==> src/rtl/layer_seq_ctrl.sv <==
// Layer sequencer: READ, then CONV layers and a POOL for each active group, then FC, WRITE, DONE.
// It drives one-hot bus ownership, single-cycle engine start pulses and a per-state watchdog.
module layer_seq_ctrl #(
  parameter int                       NGROUP     = 4,
  parameter int                       CNT_W      = 4,
  parameter logic [NGROUP*CNT_W-1:0]  LAYER_DEF  = 16'h4444,
  parameter int                       ADDR_W     = 28,
  parameter logic [ADDR_W-1:0]        FLT_BASE   = '0,
  parameter logic [ADDR_W-1:0]        FLT_STRIDE = 'h100,
  parameter int                       TMO_W      = 20,
  parameter logic [TMO_W-1:0]         TMO_MAX    = 20'hFFFFF
) (
  input  logic                            clk,
  input  logic                            rst_n,
  input  logic                            start,
  input  logic                            abort,
  output logic                            busy,
  output logic                            system_end,
  output logic                            err,
  output logic [1:0]                      err_code,
  input  logic                            rdone,
  input  logic                            wdone,
  output logic                            uart_en,
  output logic [2:0]                      uart_wrSel,
  output logic                            uart_link_read,
  output logic                            uart_link_write,
  output logic                            conv_start,
  input  logic                            conv_done,
  output logic [ADDR_W-1:0]               conv_init_addr,
  output logic                            conv_init_addr_en,
  output logic                            pool_start,
  input  logic                            pool_done,
  output logic                            fc_start,
  input  logic                            fc_done,
  output logic [2:0]                      link_sel,
  output logic [$clog2(NGROUP+1)-1:0]     group_idx,
  output logic [CNT_W-1:0]                layer_idx
);

  localparam int GW = $clog2(NGROUP+1);

  function automatic int active_groups();
    int k;
    k = NGROUP;
    for (int g = NGROUP - 1; g >= 0; g--)
      if (LAYER_DEF[g*CNT_W +: CNT_W] == '0) k = g;
    return k;
  endfunction

  localparam int K = active_groups();

  function automatic logic [CNT_W-1:0] group_count(input logic [GW-1:0] g);
    logic [CNT_W-1:0] c;
    c = '0;
    for (int i = 0; i < NGROUP; i++)
      if (g == GW'(i)) c = LAYER_DEF[i*CNT_W +: CNT_W];
    return c;
  endfunction

  typedef enum logic [2:0] {
    S_IDLE, S_READ, S_CONV, S_POOL, S_FC, S_WRITE, S_DONE, S_ERR
  } state_t;

  state_t             st_q, st_d;
  logic [GW-1:0]      grp_q, grp_d;
  logic [CNT_W-1:0]   lay_q, lay_d;
  logic [ADDR_W-1:0]  naddr_q, naddr_d;
  logic [TMO_W-1:0]   wdog_q;
  logic [1:0]         ecode_d;
  logic               reenter, enter, watched, tmo;

  assign watched   = st_q inside {S_READ, S_CONV, S_POOL, S_FC, S_WRITE};
  assign tmo       = watched && (TMO_MAX != '0) && ((wdog_q + TMO_W'(1)) == TMO_MAX);
  assign group_idx = grp_q;
  assign layer_idx = lay_q;

  always_comb begin
    st_d    = st_q;
    grp_d   = grp_q;
    lay_d   = lay_q;
    naddr_d = naddr_q;
    ecode_d = err_code;
    reenter = 1'b0;
    enter   = 1'b0;
    if (watched && abort) begin
      st_d = S_IDLE;
    end else if (tmo) begin
      st_d    = S_ERR;
      ecode_d = (st_q == S_READ) ? 2'b01 : (st_q == S_WRITE) ? 2'b11 : 2'b10;
    end else begin
      case (st_q)
        S_IDLE:  if (start) st_d = S_READ;
        S_READ:  if (rdone) st_d = (K > 0) ? S_CONV : S_FC;
        // a done arriving while our own start pulse is still out belongs to no request
        S_CONV:  if (conv_done && !conv_start) begin
                   if (({1'b0, lay_q} + (CNT_W+1)'(1)) < {1'b0, group_count(grp_q)}) begin
                     lay_d   = lay_q + CNT_W'(1);
                     reenter = 1'b1;
                   end else begin
                     st_d = S_POOL;
                   end
                 end
        S_POOL:  if (pool_done && !pool_start) begin
                   grp_d = grp_q + GW'(1);
                   lay_d = '0;
                   st_d  = ((int'(grp_q) + 1) < K) ? S_CONV : S_FC;
                 end
        S_FC:    if (fc_done && !fc_start) st_d = S_WRITE;
        S_WRITE: if (wdone) st_d = S_DONE;
        S_DONE:  st_d = S_IDLE;
        S_ERR:   if (start || abort) begin
                   st_d    = S_IDLE;
                   ecode_d = '0;
                 end
        default: st_d = S_IDLE;
      endcase
    end
    enter = reenter || (st_d != st_q);
    if (st_d == S_IDLE) begin
      grp_d   = '0;
      lay_d   = '0;
      naddr_d = FLT_BASE;
    end else if (st_d == S_CONV && enter) begin
      naddr_d = naddr_q + FLT_STRIDE;
    end
  end

  always_ff @(posedge clk or negedge rst_n) begin
    if (!rst_n) begin
      st_q              <= S_IDLE;
      grp_q             <= '0;
      lay_q             <= '0;
      naddr_q           <= FLT_BASE;
      wdog_q            <= '0;
      busy              <= 1'b0;
      system_end        <= 1'b0;
      err               <= 1'b0;
      err_code          <= '0;
      uart_en           <= 1'b0;
      uart_wrSel        <= '0;
      uart_link_read    <= 1'b0;
      uart_link_write   <= 1'b0;
      conv_start        <= 1'b0;
      conv_init_addr    <= '0;
      conv_init_addr_en <= 1'b0;
      pool_start        <= 1'b0;
      fc_start          <= 1'b0;
      link_sel          <= '0;
    end else begin
      st_q     <= st_d;
      grp_q    <= grp_d;
      lay_q    <= lay_d;
      naddr_q  <= naddr_d;
      if (enter)        wdog_q <= '0;
      else if (watched) wdog_q <= wdog_q + TMO_W'(1);
      // outputs are decoded from the next state so they line up with it
      busy              <= !(st_d inside {S_IDLE, S_ERR});
      system_end        <= (st_d == S_DONE);
      err               <= (st_d == S_ERR);
      err_code          <= ecode_d;
      uart_en           <= (st_d == S_READ) || (st_d == S_WRITE);
      uart_wrSel        <= (st_d == S_WRITE) ? 3'b010 : 3'b000;
      uart_link_read    <= (st_d == S_READ);
      uart_link_write   <= (st_d == S_WRITE);
      conv_start        <= (st_d == S_CONV) && enter;
      conv_init_addr_en <= (st_d == S_CONV) && enter;
      if ((st_d == S_CONV) && enter) conv_init_addr <= naddr_q;
      pool_start        <= (st_d == S_POOL) && enter;
      fc_start          <= (st_d == S_FC) && enter;
      link_sel          <= (st_d == S_CONV) ? 3'b001 :
                           (st_d == S_POOL) ? 3'b010 :
                           (st_d == S_FC)   ? 3'b100 : 3'b000;
    end
  end

endmodule

==> config.mk <==
export PLATFORM = sky130hd
export DESIGN_NAME = layer_seq_ctrl
export DESIGN_NICKNAME = d
export VERILOG_FILES = /design/src/rtl/layer_seq_ctrl.sv
export SDC_FILE = /design/constraint.sdc
export NUM_CORES = 1
export LEC_CHECK = 0
export BUFFER_PORTS_ARGS = -buffer_cell sky130_fd_sc_hd__buf_2
export CELL_PAD_IN_SITES_DETAIL_PLACEMENT = 1
export CELL_PAD_IN_SITES_GLOBAL_PLACEMENT = 1
export CORE_MARGIN = 2
export CORE_UTILIZATION = 48
export CTS_CLUSTER_SIZE = 30
export DETAILED_ROUTE_END_ITERATION = 8
export PLACE_DENSITY_LB_ADDON = 0.3
export SYNTH_ARGS = -nofsm -noshare
export SYNTH_HDL_FRONTEND = slang
export SYNTH_SLANG_ARGS = --single-unit
==> constraint.sdc <==
create_clock -name clk -period 9.5 [get_ports clk]
set_input_delay 0.475 -clock clk [delete_from_list [all_inputs] [get_ports clk]]
set_output_delay 0.475 -clock clk [all_outputs]
set_load 0.02 [all_outputs]
======== After elaboration in Yosys (flattened, before gate mapping) ========
Cells that the tools add are included.
operators by class
  bitwise operators ....................... 1
  muxes and demuxes ....................... 50
  reduce and logical (&&, ||, !) cells .... 30
  eq/ne operators ......................... 24
  magnitude comparators ................... 2
  add/sub/neg operators ................... 6
operator list
  cell                     number
  $mux W3                  20
  $mux W28                 2
  $mux W4                  13
  $mux W20                 2
  $add A28 B9 Y28 const B  1
  $eq A3 B3 Y1 const B     8
  $pmux W3 S8              1
  $add A20 B1 Y20 const B  1
  $eq A20 B20 Y1 const B   1
  $eq A3 B2 Y1 const B     6
  $reduce_bool A2 Y1       7
  $mux W2                  5
  $eq A3 B1 Y1 const B     3
  $logic_not A3 Y1         3
  $ne A3 B1 Y1 const B     3
  $logic_and A1 B1 Y1      8
  $pmux W4 S2              1
  $mux W1                  6
  $reduce_and A6 Y1        1
  $add A4 B1 Y5 const B    1
  $lt A5 B4 Y1             1
  $reduce_bool A5 Y1       1
  $add A3 B1 Y4 const B    1
  $add A4 B1 Y4 const B    1
  10 further kinds         16
storage, ports and cells
  logic and storage cells ................. 131
  output and inout port bits .............. 53
  register bits ........................... 102

======== Logic depth before layout (Yosys ltp) ========
  depth after elaboration ................. 20
  depth in mapped cells ................... 13
  mapped depth without buffers ............ 12

======== Worst setup path after synthesis ========
No wires, ideal clock.
  path kind ............................... flip-flop to flip-flop
  from .................................... register wdog_q[1]
  to ...................................... register naddr_q[25]
  clock period less this slack ............ 3.016 ns
  data required time ...................... 9.422 ns
  slack ................................... 6.484 ns
  cell stages (with the launch flop) ...... 12
  setup time .............................. 0.078 ns
  buffers on the path ..................... 2
  arrival time ............................ 2.938 ns
  cell sequence ........................... dfrtp_1 > ha_1 > buf_2 > and3_1 > a32oi_1 > o32a_1 > or4_1 > mux2i_1 > a211oi_2 > buf_6 > or4_1 > a21oi_1
between the ends
  longest elaborated chain between the ends .. 9
RTL lines
  element                              RTL line  source
  from (decl)                          68        logic [TMO_W-1:0] wdog_q;
  from (signal assigned)               155       else if (watched) wdog_q <= wdog_q + TMO_W'(1);
  $add A20 B1 Y20 (*)                  73        assign tmo = watched && (TMO_MAX != '0) && ((wdog_q + TMO_W'(1)) == TMO_MAX);
  $eq A20 B20 Y1 (*)                   73
  $logic_and A1 B1 Y1 (*)              73
  $mux W3                              87        end else if (tmo) begin
  $mux W3                              85        if (watched && abort) begin
  $ne A3 B3 Y1                         118       enter = reenter || (st_d != st_q);
  $logic_or A1 B1 Y1                   118
  $logic_and A1 B1 Y1                  123       end else if (st_d == S_CONV && enter) begin
  $reduce_bool A2 Y1 (no source line)  -
  to (signal assigned)                 153       naddr_q <= naddr_d;
  to (decl)                            67        logic [ADDR_W-1:0] naddr_q, naddr_d;
Every way passes the cells marked *; elsewhere a longest branch is shown, timed or not.
A chain may end at the register's enable or synchronous reset.

======== Final worst setup path ========
  from .................................... register wdog_q[0]
  to ...................................... register conv_init_addr[12]
between the ends
  longest elaborated chain between the ends .. 8
RTL lines
  element                  RTL line  source
  $add A20 B1 Y20 (*)      73
  $eq A20 B20 Y1 (*)       73
  $logic_and A1 B1 Y1 (*)  73
  $mux W3                  87
  $mux W3                  85
  $ne A3 B3 Y1             118
  $logic_or A1 B1 Y1       118
  $logic_and A1 B1 Y1 (*)  167       if ((st_d == S_CONV) && enter) conv_init_addr <= naddr_q;
  to (signal assigned)     167
  to (decl)                29        output logic [ADDR_W-1:0] conv_init_addr,
Marked as above.

==> results.json <==
{
  "yosysUniqueCellTypes": 67,
  "hold_viol": 0,
  "period_needed_ns": 3.94,
  "required_ns": 9.73,
  "clk_pin_slew_ns": 0.09,
  "synth_flop_cell": "dfrtp_1",
  "busiest_layer": "met2",
  "yosysSeqAreaShare_pct": 45.4,
  "cts_num_sinks": 84,
  "synth_area_leaders": "dfrtp_1 45%, mux2_1 4.6%, nor2_1 3.8%, a21oi_1 3.1%, nand2_1 2.9%",
  "crit_path_max_fanout": 21,
  "grt_antenna_before_repair": 0,
  "place_congestion": 0.868,
  "report.final.slew_viol_count": 0,
  "synth_top_area_cell": "dfrtp_1",
  "dr.pass1.iters": 4,
  "cts_max_level": 3,
  "clockBufferDepth": 2,
  "critical-path-top-delay-family": "simple AND/OR/NAND/NOR gates",
  "gr-total-overflow": 0,
  "die_y_um": 102,
  "initial_utilization_pct": 49.9,
  "setup_viol": 0,
  "nets": 530,
  "grt_use_total_pct": 23.9,
  "synth_edf_count": 0,
  "critPathMaxStageDelay_ns": 0.58,
  "crit_arrival_ns": 4.17,
  "peakVddDrop_v": 0.0000897,
  "critPathLaunchType": "register",
  "grt_pass1_vias": 3826,
  "slew-limit-headroom_pct": 16.9,
  "yosysWarnings": 0,
  "vias_per_cell": 5.88,
  "slowest_stage": "mux2_1",
  "crit_buf_inv": 0,
  "postCtsSetupRepairBufs": 0,
  "cts_root_buffer": "clkbuf_8",
  "p_int_mw": 0.592,
  "first_iter_violations": 152,
  "post_route_cells_drive_above_1_share_pct": 16.4,
  "rsz0062_at_grt": "no",
  "power.density_nw_per_um2": 199,
  "grt_pass1_wl_um": 19400,
  "die_w_um": 102,
  "ioPinCount": 62,
  "period_share_pct": 41.4,
  "num_vias": 3799,
  "cts-hold-fix-buffers": 0,
  "p_leak_nw": 2.35,
  "grt_util_met3_pct": 2.94,
  "pwr-share-seq_pct": 40.6,
  "pwr-share-comb_pct": 32.7,
  "io_buffer_count": 51,
  "drtAntennaViolNets": 0,
  "synth_seq_cells": 84,
  "worst_pin_slew_ns": 1.24,
  "dieArea_um2": 10500,
  "cap_violations": 0,
  "synth_area_um2": 4630,
  "area_growth_syn_to_layout_pct": 9.99,
  "tns_ns": 0,
  "crit_type": "register to register",
  "hold_class": "primary input to async pin",
  "fmax_mhz": 254,
  "clk_latency_ns": 0.37,
  "use_met2_pct": 42.0,
  "core_um2": 9280,
  "switching_share_pct": 41.7,
  "fin_util_pct": 54.9,
  "synth.avg_cell_area_um2": 9.73,
  "fin_skew_ns": 0.00898,
  "routed_wl_um": 11600,
  "dp_hpwl_um": 8360,
  "yosysTopAreaCellShare_pct": 45.4,
  "worstSetupEndpointType": "register",
  "cts_tree": "yes",
  "status": "complete, no violations",
  "cts_resized": 0,
  "synthArstFlopShare_pct": 100,
  "drcViolationCount": 0,
  "num_rows": 35,
  "cts_made_buffers": 9,
  "post_drt_wl_per_cell_um": 18.0,
  "crit_chain": "ha_1, and3_1, a32oi_1, o32a_1, or4_1, mux2i_1, a211o_1, nand2_1, mux2_1",
  "grt_use_met1_pct": 30.8,
  "switching_power_mw": 0.424,
  "p_clk_share_pct": 26.7,
  "grt_max_degree": 85,
  "n_antenna_cell": 0,
  "synth_cells": 476
}
## power by group through the flow
| stage | sequential, mW | clock (mW) | combinational (mW) |
|---|---|---|---|
| floorplan | 0.422 | 0 | 0.246 |
| global placement | 0.417 | 0 | 0.321 |
| detailed placement | 0.420 | 0 | 0.332 |
| CTS | 0.413 | 0.277 | 0.335 |
| global route | 0.418 | 0.290 | 0.368 |
| finish | 0.413 | 0.271 | 0.333 |
## final timing paths
check | startpoint | endpoint | slack [ns] | cells past startpoint
setup / recovery | wdog_q[0]$_DFFE_PN0P_ | conv_init_addr[12]$_DFFE_PN0P_ | 5.56 | 9
hold / removal | rst_n | layer_idx[1]$_DFFE_PN0P_ | 0.29 | 1
setup reg to reg | wdog_q[0]$_DFFE_PN0P_ | conv_init_addr[12]$_DFFE_PN0P_ | 5.56 | 9
hold reg to reg | conv_init_addr[15]$_DFFE_PN0P_ | conv_init_addr[15]$_DFFE_PN0P_ | 0.49 | 1
max in group asynchronous | rst_n | fc_start$_DFF_PN0_ | 8.52 | 1
min in group clk | conv_init_addr[15]$_DFFE_PN0P_ | conv_init_addr[15]$_DFFE_PN0P_ | 0.49 | 1
## placed cells by master (no fill, tap or decap), drive strengths merged, types with 3 or more instances in the layout
cell,instances
dfrtp,84
buf,51
nor2,47
nand2,36
a21oi,31
nand3,22
mux2,21
inv,18
nand4,13
nor4,13
and3,12
o31ai,12
or4,12
o21ai,12
xnor2,11
xor2,11
conb,10
ha,9
clkbuf,9
nor3,6
nor2b,5
or3,5
o21a,5
and4,4
a31oi,4
and2,4
mux2i,4
o31a,4
a21bo,3
a211oi,3
or2,3
## synthesized netlist by cell type (9+ instances only)
| cell type | count |
|---|---|
| clkbuf_1 | 10 |
| or4_1 | 12 |
| ha_1 | 9 |
| o31ai_1 | 12 |
| dfrtp_1 | 84 |
| buf_2 | 9 |
| inv_1 | 13 |
| nand4_1 | 11 |
| nor4_1 | 11 |
| and3_1 | 12 |
| nor2_1 | 47 |
| a21oi_1 | 29 |
| mux2_1 | 19 |
| xnor2_1 | 11 |
| o21ai_0 | 9 |
| nand2_1 | 36 |
| xor2_1 | 11 |
| nand3_1 | 22 |
| buf_4 | 15 |
## per-layer routing
metal  routed length, um  share of wire [%]  vias to the layer above
met3                 369                3.2                       20
met2                5890                 51                       84
li1                    -                  -                     1783
met1                5190                 45                     1912
met4                 198                1.7                        0
met5                   0                  0                        -
## stage by stage
| stage | worst slack, ns | cell area (um^2) | hold slack (ns) | std cells | power (mW) |
|---|---|---|---|---|---|
| after floorplan | 6.48 | 4670 | 0.179 | 485 | 0.669 |
| after global placement | 5.72 | 4890 | 0.468 | 630 | 0.739 |
| after detailed placement | 5.51 | 4890 | 0.475 | 630 | 0.751 |
| after CTS | 5.47 | 5100 | 0.336 | 646 | 1.02 |
| after global routing | 5.30 | 5100 | 0.393 | 646 | 1.08 |
| final | 5.56 | 5100 | 0.289 | 646 | 1.02 |
## sequential cells by signal, indices dropped and copies added (netlist names)
register,cells
conv_init_addr,20
naddr_q,20
wdog_q,20
layer_idx,4
group_idx,3
link_sel,3
st_q,3
err_code,2
busy,1
conv_init_addr_en,1
err,1
fc_start,1
pool_start,1
system_end,1
uart_en,1
uart_link_read,1
uart_wrSel,1
## layout make-up
class / instances / area (um^2)
clock buffer: 9 / 124
tap: 129 / 161
clock inverter: 7 / 82.6
inverter: 15 / 56.3
timing repair buffer: 51 / 258
sequential: 84 / 2100
multi-input combinational: 351 / 2310
fill: 1095 / 4190
## cell families (layout without fill, tap and decap cells)
| family | after synthesis | count (layout) | share of synthesized area [%] |
|---|---|---|---|
| simple gates | 191 | 191 | 22.2 |
| compound gates | 93 | 93 | 13.6 |
| flops | 84 | 84 | 45.4 |
| buf+inv | 50 | 82 | 5.67 |
| mux | 26 | 26 | 6.45 |
| xor+xnor | 22 | 22 | 4.16 |
| fa+ha+maj | 9 | 9 | 2.43 |
| other cells | 1 | 10 | 0.0809 |
Power figures use the tool's default switching activity.
